**config.mk**
```make
export PLATFORM = sky130hd
export DESIGN_NAME = id_ex_stage
export DESIGN_NICKNAME = d
export VERILOG_FILES = /design/src/rtl/id_ex_stage.sv
export SDC_FILE = /design/constraint.sdc
export NUM_CORES = 1
export LEC_CHECK = 0
export CORE_MARGIN = 5
export CORE_UTILIZATION = 40
export DETAILED_ROUTE_END_ITERATION = 10
export PLACE_DENSITY = 0.78
export SKIP_CTS_REPAIR_TIMING = 1
export SLEW_MARGIN = 20
export SYNTH_ARGS = -nofsm -noshare
export SYNTH_HDL_FRONTEND = slang
export SYNTH_SLANG_ARGS = --single-unit
export TNS_END_PERCENT = 10
```
**constraint.sdc**
```tcl
create_clock -name clk -period 3.8 [get_ports clk]
set_input_delay 0.76 -clock clk [delete_from_list [all_inputs] [get_ports clk]]
set_output_delay 0.76 -clock clk [all_outputs]
set_load 0.01 [all_outputs]
```
**src/rtl/id_ex_stage.sv**
```systemverilog
// ID/EX pipeline register with EX/MEM and MEM/WB operand forwarding and load-use bubble insertion.
// One cycle from ID inputs to EX outputs; hazard_stall is combinational and holds ID/IF upstream.
module id_ex_stage #(
  parameter int XLEN    = 32,
  parameter int RADDR_W = 5
) (
  input  logic               clk,
  input  logic               reset,
  input  logic               stall,
  input  logic               flush,
  input  logic               id_valid,
  input  logic [2:0]         id_alu_control,
  input  logic               id_alu_src,
  input  logic               id_mem_read,
  input  logic               id_reg_write,
  input  logic [RADDR_W-1:0] id_rs1,
  input  logic [RADDR_W-1:0] id_rs2,
  input  logic [RADDR_W-1:0] id_rd,
  input  logic [XLEN-1:0]    id_rs1_data,
  input  logic [XLEN-1:0]    id_rs2_data,
  input  logic [XLEN-1:0]    id_imm,
  input  logic               mem_reg_write,
  input  logic [RADDR_W-1:0] mem_rd,
  input  logic [XLEN-1:0]    mem_result,
  input  logic               wb_reg_write,
  input  logic [RADDR_W-1:0] wb_rd,
  input  logic [XLEN-1:0]    wb_result,
  output logic               hazard_stall,
  output logic               ex_valid,
  output logic [2:0]         alu_control,
  output logic [XLEN-1:0]    left_operand,
  output logic [XLEN-1:0]    right_operand,
  output logic [XLEN-1:0]    ex_store_data,
  output logic [RADDR_W-1:0] ex_rd,
  output logic               ex_reg_write,
  output logic               ex_mem_read
);

  localparam logic [2:0] ALU_ADD = 3'b010;

  logic               r_valid;
  logic [2:0]         r_alu_control;
  logic               r_alu_src;
  logic               r_mem_read;
  logic               r_reg_write;
  logic [RADDR_W-1:0] r_rs1;
  logic [RADDR_W-1:0] r_rs2;
  logic [RADDR_W-1:0] r_rd;
  logic [XLEN-1:0]    r_rs1_data;
  logic [XLEN-1:0]    r_rs2_data;
  logic [XLEN-1:0]    r_imm;

  logic               w_hazard;
  logic [XLEN-1:0]    w_fwd_rs1;
  logic [XLEN-1:0]    w_fwd_rs2;

  // rs2 is checked even for immediate-form instructions; a spurious bubble is harmless.
  assign w_hazard = r_valid && r_mem_read && (r_rd != '0) && id_valid &&
                    ((r_rd == id_rs1) || (r_rd == id_rs2));

  always_comb begin
    w_fwd_rs1 = r_rs1_data;
    if (mem_reg_write && (mem_rd != '0) && (mem_rd == r_rs1))
      w_fwd_rs1 = mem_result;
    else if (wb_reg_write && (wb_rd != '0) && (wb_rd == r_rs1))
      w_fwd_rs1 = wb_result;
  end

  always_comb begin
    w_fwd_rs2 = r_rs2_data;
    if (mem_reg_write && (mem_rd != '0) && (mem_rd == r_rs2))
      w_fwd_rs2 = mem_result;
    else if (wb_reg_write && (wb_rd != '0) && (wb_rd == r_rs2))
      w_fwd_rs2 = wb_result;
  end

  always_ff @(posedge clk or posedge reset) begin
    if (reset) begin
      r_valid       <= 1'b0;
      r_alu_control <= ALU_ADD;
      r_alu_src     <= 1'b0;
      r_mem_read    <= 1'b0;
      r_reg_write   <= 1'b0;
      r_rs1         <= '0;
      r_rs2         <= '0;
      r_rd          <= '0;
      r_rs1_data    <= '0;
      r_rs2_data    <= '0;
      r_imm         <= '0;
    end else if (flush || (!stall && w_hazard)) begin
      r_valid       <= 1'b0;
      r_alu_control <= ALU_ADD;
      r_alu_src     <= 1'b0;
      r_mem_read    <= 1'b0;
      r_reg_write   <= 1'b0;
      r_rs1         <= '0;
      r_rs2         <= '0;
      r_rd          <= '0;
      r_rs1_data    <= '0;
      r_rs2_data    <= '0;
      r_imm         <= '0;
    end else if (stall) begin
      // Capture forwarded values so a write-back retiring during the hold is kept.
      r_rs1_data <= w_fwd_rs1;
      r_rs2_data <= w_fwd_rs2;
    end else begin
      r_valid       <= id_valid;
      r_alu_control <= id_alu_control;
      r_alu_src     <= id_alu_src;
      r_mem_read    <= id_mem_read && id_valid;
      r_reg_write   <= id_reg_write && id_valid;
      r_rs1         <= id_rs1;
      r_rs2         <= id_rs2;
      r_rd          <= id_rd;
      r_rs1_data    <= id_rs1_data;
      r_rs2_data    <= id_rs2_data;
      r_imm         <= id_imm;
    end
  end

  assign hazard_stall  = w_hazard;
  assign ex_valid      = r_valid;
  assign alu_control   = r_alu_control;
  assign left_operand  = w_fwd_rs1;
  assign right_operand = r_alu_src ? r_imm : w_fwd_rs2;
  assign ex_store_data = w_fwd_rs2;
  assign ex_rd         = r_rd;
  assign ex_reg_write  = r_reg_write;
  assign ex_mem_read   = r_mem_read;

endmodule

```
# Word level (Yosys, flattened, before mapping)
# Cells that the tools add are included.
[word_totals]
register_bits = 118
in_bits = 198
out_inout_bits = 108
wordCells = 64
[op_classes]
n_eq_ne = 7
muxes = 27
reduce_logical = 19
[op_table]
columns = ["operator", "n"]
rows = [
  ["2-to-1 mux 32 bit", 11],
  ["== test 5 bit", 6],
  ["2-to-1 mux 5 bit", 6],
  ["nonzero test 5 bit", 3],
  ["logical AND 1 bit", 13],
  ["2-to-1 mux 1 bit", 8],
  ["2-to-1 mux 3 bit", 2],
  ["logical OR 1 bit", 2],
  ["inequality test 2 x 1 -> 1 bit (second input constant)", 1],
  ["zero test 1 bit", 1],
]

# Logic depth before layout (Yosys ltp)
[depth]
depth_word = 7
depth_mapped = 7
mapped_depth_nobuf = 5

# Least setup slack after synthesis
# OpenSTA, ideal clock, no wires.
[synth_path]
path_type = "input-to-output"
startpoint = "input wb_rd[3]"
endpoint = "output right_operand[30]"
arrival_time_ns = 2.413
required_time_ns = 3.040
setup_slack_ns = 0.627
stages = 7
path_buffers = 2
path_cell_list = "or4_1 > o21a_1 > buf_2 > buf_2 > nand4_1 > a31oi_1 > mux2_2"
[synth_between]
elab_chain_cells = 6
word_cells_on_any_way = 7
classes_between = "1 x eq/ne; 3 x mux; 3 x reduce/logical"
[synth_lines]
columns = ["element", "line", "text"]
rows = [
  ["start: declaration", "26", "input logic [RADDR_W-1:0] wb_rd,"],
  ["nonzero test 5 bit", "73", "else if (wb_reg_write && (wb_rd != '0) && (wb_rd == r_rs2))"],
  ["logical AND 1 bit", "73", ""],
  ["logical AND 1 bit *", "73", ""],
  ["2-to-1 mux 32 bit *", "73", ""],
  ["2-to-1 mux 32 bit *", "71", "if (mem_reg_write && (mem_rd != '0) && (mem_rd == r_rs2))"],
  ["net ex_store_data[30]", "33", "output logic [XLEN-1:0] ex_store_data,"],
  ["2-to-1 mux 32 bit *", "125", "assign right_operand = r_alu_src ? r_imm : w_fwd_rs2;"],
  ["end: declaration", "32", "output logic [XLEN-1:0] right_operand,"],
]
# The timed path passes the listed nets; every way through them passes the cells marked *.

# Worst setup path in the final report
[layout_path]
startpoint = "input wb_rd[3]"
endpoint = "output ex_store_data[7]"
[layout_between]
elab_chain_cells = 5
word_cells_on_any_way = 6
classes_between = "1 x eq/ne; 2 x mux; 3 x reduce/logical"
[layout_lines]
columns = ["element", "line"]
rows = [
  ["nonzero test 5 bit", "73"],
  ["logical AND 1 bit", "73"],
  ["logical AND 1 bit *", "73"],
  ["2-to-1 mux 32 bit *", "73"],
  ["2-to-1 mux 32 bit *", "71"],
  ["end: declaration", "33"],
]
# Every way passes the cells marked *; elsewhere a longest branch is shown, timed or not.

==> metrics.yaml <==
global_route:
  use_met2_pct: 45.65
  met1_usage_pct: 34.97
  groute.usage.overall_pct: 28.57
  grt_max_degree: 119
  grt_busiest_layer: "met2"
  met3_usage_pct: 9.779
  grt_pass1_wl_mm: 48.68
  antenna_found_initial: 8
  grt_pass1_vias: 8435
  grt_overflow_total: 0
hold_path:
  min_to: "r_imm[17]$_DFFE_PP0P_"
  hold_depth: 1
  hp-class: "flip-flop to flip-flop"
  min_from: "r_imm[17]$_DFFE_PP0P_"
sta:
  skew_ns: 0.01057
  tightest_slew_ns: 0.8570
  final_hold_viol_count: 0
  drv_slew: 0
  post-route-period-util_pct: 100.6
  setup_slack_ns: -0.02465
  max_clock_freq_ghz: 0.2615
  maxSlewHeadroom_pct: 42.87
  fin_setup_tns_ns: -0.02465
  min_period_ns: 3.825
  finalSetupViolations: 1
  rsz0062_at_grt: "true"
logic_synthesis:
  yosysSeqAreaShare_pct: 39.06
  yosysWarnings: 0
  synth-seq-cells: 118
  yosysUniqueCellTypes: 37
  synthCells: 726
  syn-num-nets: 924
  synthesis.area_um2: 7564
  syn_area_per_cell_um2: 10.42
floorplan:
  num_rows: 50
  start_util_pct: 40.57
  die-area_um2: 21760
  io-pin-count: 306
  coreArea_um2: 18640
  die_w_um: 147.5
  die_h_um: 147.5
final_layout:
  drive_gt1_share_pct: 27.99
  final_common_cell: "clkdlybuf4s50_1"
  fin_nets: 1296
  fin_area_um2: 13030
  layout.core_utilization_pct: 69.89
  areaGrowthSynthToFinish_pct: 72.26
  layout_common_cells: "clkdlybuf4s50_1 (219), dfrtp_1 (116), buf_4 (108), dlymetal6s2s_1 (84), nand4_1 (66)"
pwr:
  powerDensity_nw_per_um2: 347.9
  p_leak_nw: 6.266
  max-vdd-ir-drop_mv: 0.2958
drt:
  drtIter0Drc: 559
  ant_nets: 0
  vias: 8361
  vias_per_cell: 6.189
  dr.pass1.iters: 5
  finalWirelength_mm: 33.05
  drc_errors: 0
  wl_per_cell_um: 24.46
setup_path:
  r2r_start: "ex_rd[1]$_DFFE_PP0P_"
  arrival_ns: 3.06
  path_class: "input pin to primary output"
  r2r_slack_ns: 1.19
  cp.required_ns: 3.04
  worst_setup_path_start_kind: "input pin"
  reg2reg_depth: 5
  crit_path_end_kind: "primary output"
  path_max_fanout: 16
  r2r-end: "r_rs2_data[16]$_DFF_PP0_"
place:
  dpl_cell_area_um2: 11870
  gp_congestion: 0.9048
  port_buffers: 305
  dp_hpwl_mm: 23.19
job:
  maxCapViolations: 0
run_status:
  violations: "setup timing"
  status: "finished, violations left"
clocking:
  numCtsBuffers: 17
  clock-sinks: 118
  clk_path_buf_depth: 2
  path_clk_slew_ns: 0.06
  htreeDepth: 4
  cts_tree: "done"
  clk_latency_ns: 0.42
  root_buffer: "clkbuf_16"
## synthesized netlist by cell type (all sizes together)
cell type / number / area share (%)
dfrtp: 117 / 39
nor3: 68 / 4.5
nand4: 66 / 5.5
o31ai: 65 / 6.5
a31oi: 64 / 11
clkbuf: 61 / 3.0
o221a: 50 / 7.4
a22o: 45 / 5.2
nand2: 41 / 2.0
buf: 35 / 3.0
mux2: 32 / 4.8
a21oi: 21 / 1.4
xor2: 20 / 2.3
xnor2: 10 / 1.2
nor2: 7 / 0.35
or2: 4 / 0.33
inv: 3 / 0.15
or4: 3 / 0.35
a32o: 2 / 0.26
o211ai: 2 / 0.33
or3: 2 / 0.17
a22oi: 1 / 0.099
clkinv: 1 / 0.050
dfstp: 1 / 0.35
o2111ai: 1 / 0.12
o211a: 1 / 0.13
o21a: 1 / 0.099
o21ai: 1 / 0.22
o31a: 1 / 0.12
## power breakdown
group          switching (mW)  leakage, nW  internal, mW  total, mW
combinational           0.620         4.39         0.712       1.33
clock                   0.613        0.324          1.20       1.81
sequential             0.0542         1.56          1.33       1.39
total                    1.29         6.27          3.24       4.53
## final cells by class
| type | count | area (um2) |
|---|---|---|
| antenna | 6 | 15.01 |
| clock buffer | 20 | 456.7 |
| clock inverter | 12 | 200.2 |
| fill | 1342 | 5614 |
| inverter | 4 | 18.77 |
| multi-input combinational | 508 | 4303 |
| sequential | 118 | 2955 |
| tap | 234 | 292.8 |
| timing repair buffer | 449 | 4787 |
## how the worst max path moves through the flow
stage / slack [ns] / endpoint / start
final: -0.02 / ex_store_data[7] / wb_rd[3]
after global routing: -0.06 / left_operand[11] / wb_rd[3]
after CTS: -0.47 / right_operand[7] / wb_rd[2]
after detailed placement: -0.47 / right_operand[7] / wb_rd[3]
after global placement: -0.40 / right_operand[7] / wb_rd[3]
after floorplan: 0.63 / right_operand[30] / wb_rd[3]
## registers in the layout, indices dropped and copies added (netlist names)
| register | cells |
|---|---|
| ex_reg_write | 1 |
| alu_control | 3 |
| r_rs1 | 5 |
| r_rs2 | 5 |
| r_imm | 32 |
| r_alu_src | 1 |
| r_rs1_data | 32 |
| ex_valid | 1 |
| ex_mem_read | 1 |
| ex_rd | 5 |
| r_rs2_data | 32 |
## metal layers
metal	part of all wire (%)	routed length, um
met1	38	12670
met2	47	15480
met3	10	3463
met4	4.3	1409
met5	0.082	27
## critical path: stages
cell and delay, ns:
dlymetal6s2s_1 0.15, or4_4 0.58, o21ai_4 0.17, buf_12 0.15
buf_12 0.15, o31ai_2 0.12, a31oi_4 0.26, buf_4 0.18
clkdlybuf4s50_1 0.53
## through the flow
stage	power, mW	worst slack, ns	hold WS, ns	instances
after global placement	2.691	-0.4041	0.4770	1300
after detailed placement	2.707	-0.4733	0.4877	1300
final	4.532	-0.02465	0.5014	1351
after global routing	4.696	-0.05873	0.5177	1351
after floorplan	1.918	0.6267	0.4673	726
after CTS	4.532	-0.4724	0.5062	1332
## kinds of logic after synthesis
group | synth area share, %
DFF | 39.06
AOI/OAI and AO/OA | 33.28
muxes | 4.764
buffers and inverters | 6.237
and+or+nand+nor | 13.18
xor gates and xnor gates | 3.474
(Power assumes the default switching activity.)
==> edit (same flow settings) <==
The parameter `RADDR_W` goes from 5 to 6.
--- a/src/rtl/id_ex_stage.sv
+++ b/src/rtl/id_ex_stage.sv
@@ -4,3 +4,3 @@
   parameter int XLEN    = 32,
-  parameter int RADDR_W = 5
+  parameter int RADDR_W = 6
 ) (
Interface: changed (6 resized); port bits go from 306 to 312. No check against the original RTL was run, so the function may have changed too.
==> edit against the original RTL <==
- the flow still finishes with violations (negative setup slack)
- power shrank 5.4%
- design area grew 2.9%
- clock skew about the same
- critical path depth up 2
- core utilization is 1.4 points lower
- area after synthesis grew 6.0%
- routed wire length grew 2.0%
- hold slack barely moved
- via count is 1.5% higher
- sequential cell count is 3 higher
- worst setup slack lost 0.0035 ns
- non-clock buffer count increased by 2
- largest cell class unchanged
- largest power group unchanged
==> edit: results (changes against the original RTL) <==
metric;value;unit;change
nets;1319;;+1.8%
port_buffers;311;;+2.0%
syn_nets;949;;+2.7%
hpwl;22900;um;-1.2%
placed_cell_area;12200;um^2;+2.5%
grt_start_max_net_pins;47;;-61%
grt_pass1_wl;48400;um;-0.50%
rr_endpoint;r_rs2_data[31];;
setup_viol;1;;unchanged
arrival;3.07;ns;about the same
crit_fanout;8;;-8
endpoint;right_operand[19];;
clock_skew;0.0105;ns;-0.0000553 ns
vdd_drop_max;0.277;mV;-6.4%
drt_iter0_drc;572;;+2.3%
routedWlPerCell;24.2;um;-1.0%
failed_checks;negative setup slack;;
vias;8490;;+1.5%
hp-class;register to register;;
critPathLaunch;wb_rd[1];;
gp_congestion;0.826;;-8.7%
synth_fa_ha_area_frac;0;;unchanged
min_from;r_imm[9];;
hold-worst-slack;0.502;ns;+0.000165 ns
slew_headroom;0.344;;-0.0845
synthArstFlopShare;1.00;;unchanged
p_leak;0.00657;uW;+4.9%
rrSetupSlack;1.50;ns;+0.31 ns
tns;-0.0281;ns;-0.00347 ns
synthTopCellsByCount;dfrtp_1, a22o_1, nand4_1;;
synth_compound_area_frac;0.322;;-0.0104
numCtsBuffers;17;;unchanged
slowest_stage;clkdlybuf4s50_1;;
reg2reg_depth;6;;+1
max_stage_delay;0.54;ns;-0.04 ns
ys_types;39;;+5.4%
synth.area.mux_share;0.0449;;-0.00271
antenna_found_initial;1;;-7
r2r-start;ex_rd[4];;
synth_area_leaders;dfrtp_1, a22o_1, a31oi_4, o31ai_1, a31oi_2;;
synthXorXnorAreaFrac;0.0393;;+0.00457
ys_seq_area_frac;0.378;;-0.0129
grt_pass1_vias;8733;;+3.5%
n_antenna_cell;0;;-6
drive_above_1_share;0.275;;-0.00486
status;finished with violations;;
firstDrtPassIters;5;;unchanged
finalWorstSetupSlack;-0.0281;ns;-0.00347 ns
top_regs;r_imm: 32 flops, r_rs1_data: 32 flops, r_rs2_data: 32 flops;;
track_usage;0.270;;-0.0153
==> edit: cell count changes in the layout (fill, tap and decap cells not counted), moves of 13 or more <==
| cell | unedited run | this run |
|---|---|---|
| nor4_1 | 0 | 67 |
| clkdlybuf4s50_1 | 219 | 206 |
| a31oi_1 | 29 | 1 |
| o221a_1 | 20 | 0 |
| o221a_2 | 30 | 0 |
| a22o_1 | 45 | 92 |
| dlymetal6s2s_1 | 84 | 102 |
| a31oi_2 | 5 | 35 |
| nor3_1 | 64 | 0 |
==> edit: layout make-up <==
class                      instances  area, um^2
fill                            1479        6180
clock buffer                      23         488
clock inverter                     7        93.8
sequential                       121        3030
tap                              265         332
multi-input combinational        522        4560
timing repair buffer             451        4880
inverter                           3        15.0
==> edit: worst min-delay path by stage <==
stage | end | cells past startpoint
finish | r_imm[9] | 1
detailed placement | r_imm[21] | 1
floorplan | r_imm[0] | 1
global placement | r_imm[20] | 1
global route | r_imm[5] | 1
CTS | r_imm[25] | 1
==> edit: cell families after synthesis <==
kind of cell              count (synthesis)
AOI/OAI and AO/OA                       255
and+or+nand+nor                         199
DFF                                     121
buffers and inverters                   103
xor gates and xnor gates                 36
muxes                                    32
==> edit: stage by stage <==
| step | util | setup slack [ns] | instances |
|---|---|---|---|
| finish | 0.684 | -0.0281 | 1392 |
| global route | 0.684 | -0.0808 | 1392 |
| CTS | 0.650 | -0.399 | 1369 |
| detailed placement | 0.621 | -0.395 | 1339 |
| global placement | 0.621 | -0.369 | 1339 |
| floorplan | - | 0.561 | 746 |
==> edit: layer usage <==
layer,GRT usage,vias to the layer above,part of all wire
met3,0.0577,88,0.084
li1,-,3722,-
met4,0.104,2,0.035
met2,0.459,479,0.49
met5,0,-,0.00021
met1,0.337,4199,0.39
==> edit: where the power goes <==
part | switching [uW] | internal [uW] | total, uW
registers | 57.0 | 1360 | 1420
clock network | 593 | 1030 | 1620
logic | 579 | 667 | 1250
==> edit: worst max-delay path: cells and delay by family <==
kind                   cells  cell delay, ns
multiplexers               1            0.27
AO/OA/AOI/OAI              3            0.57
buffers and inverters      7            1.45
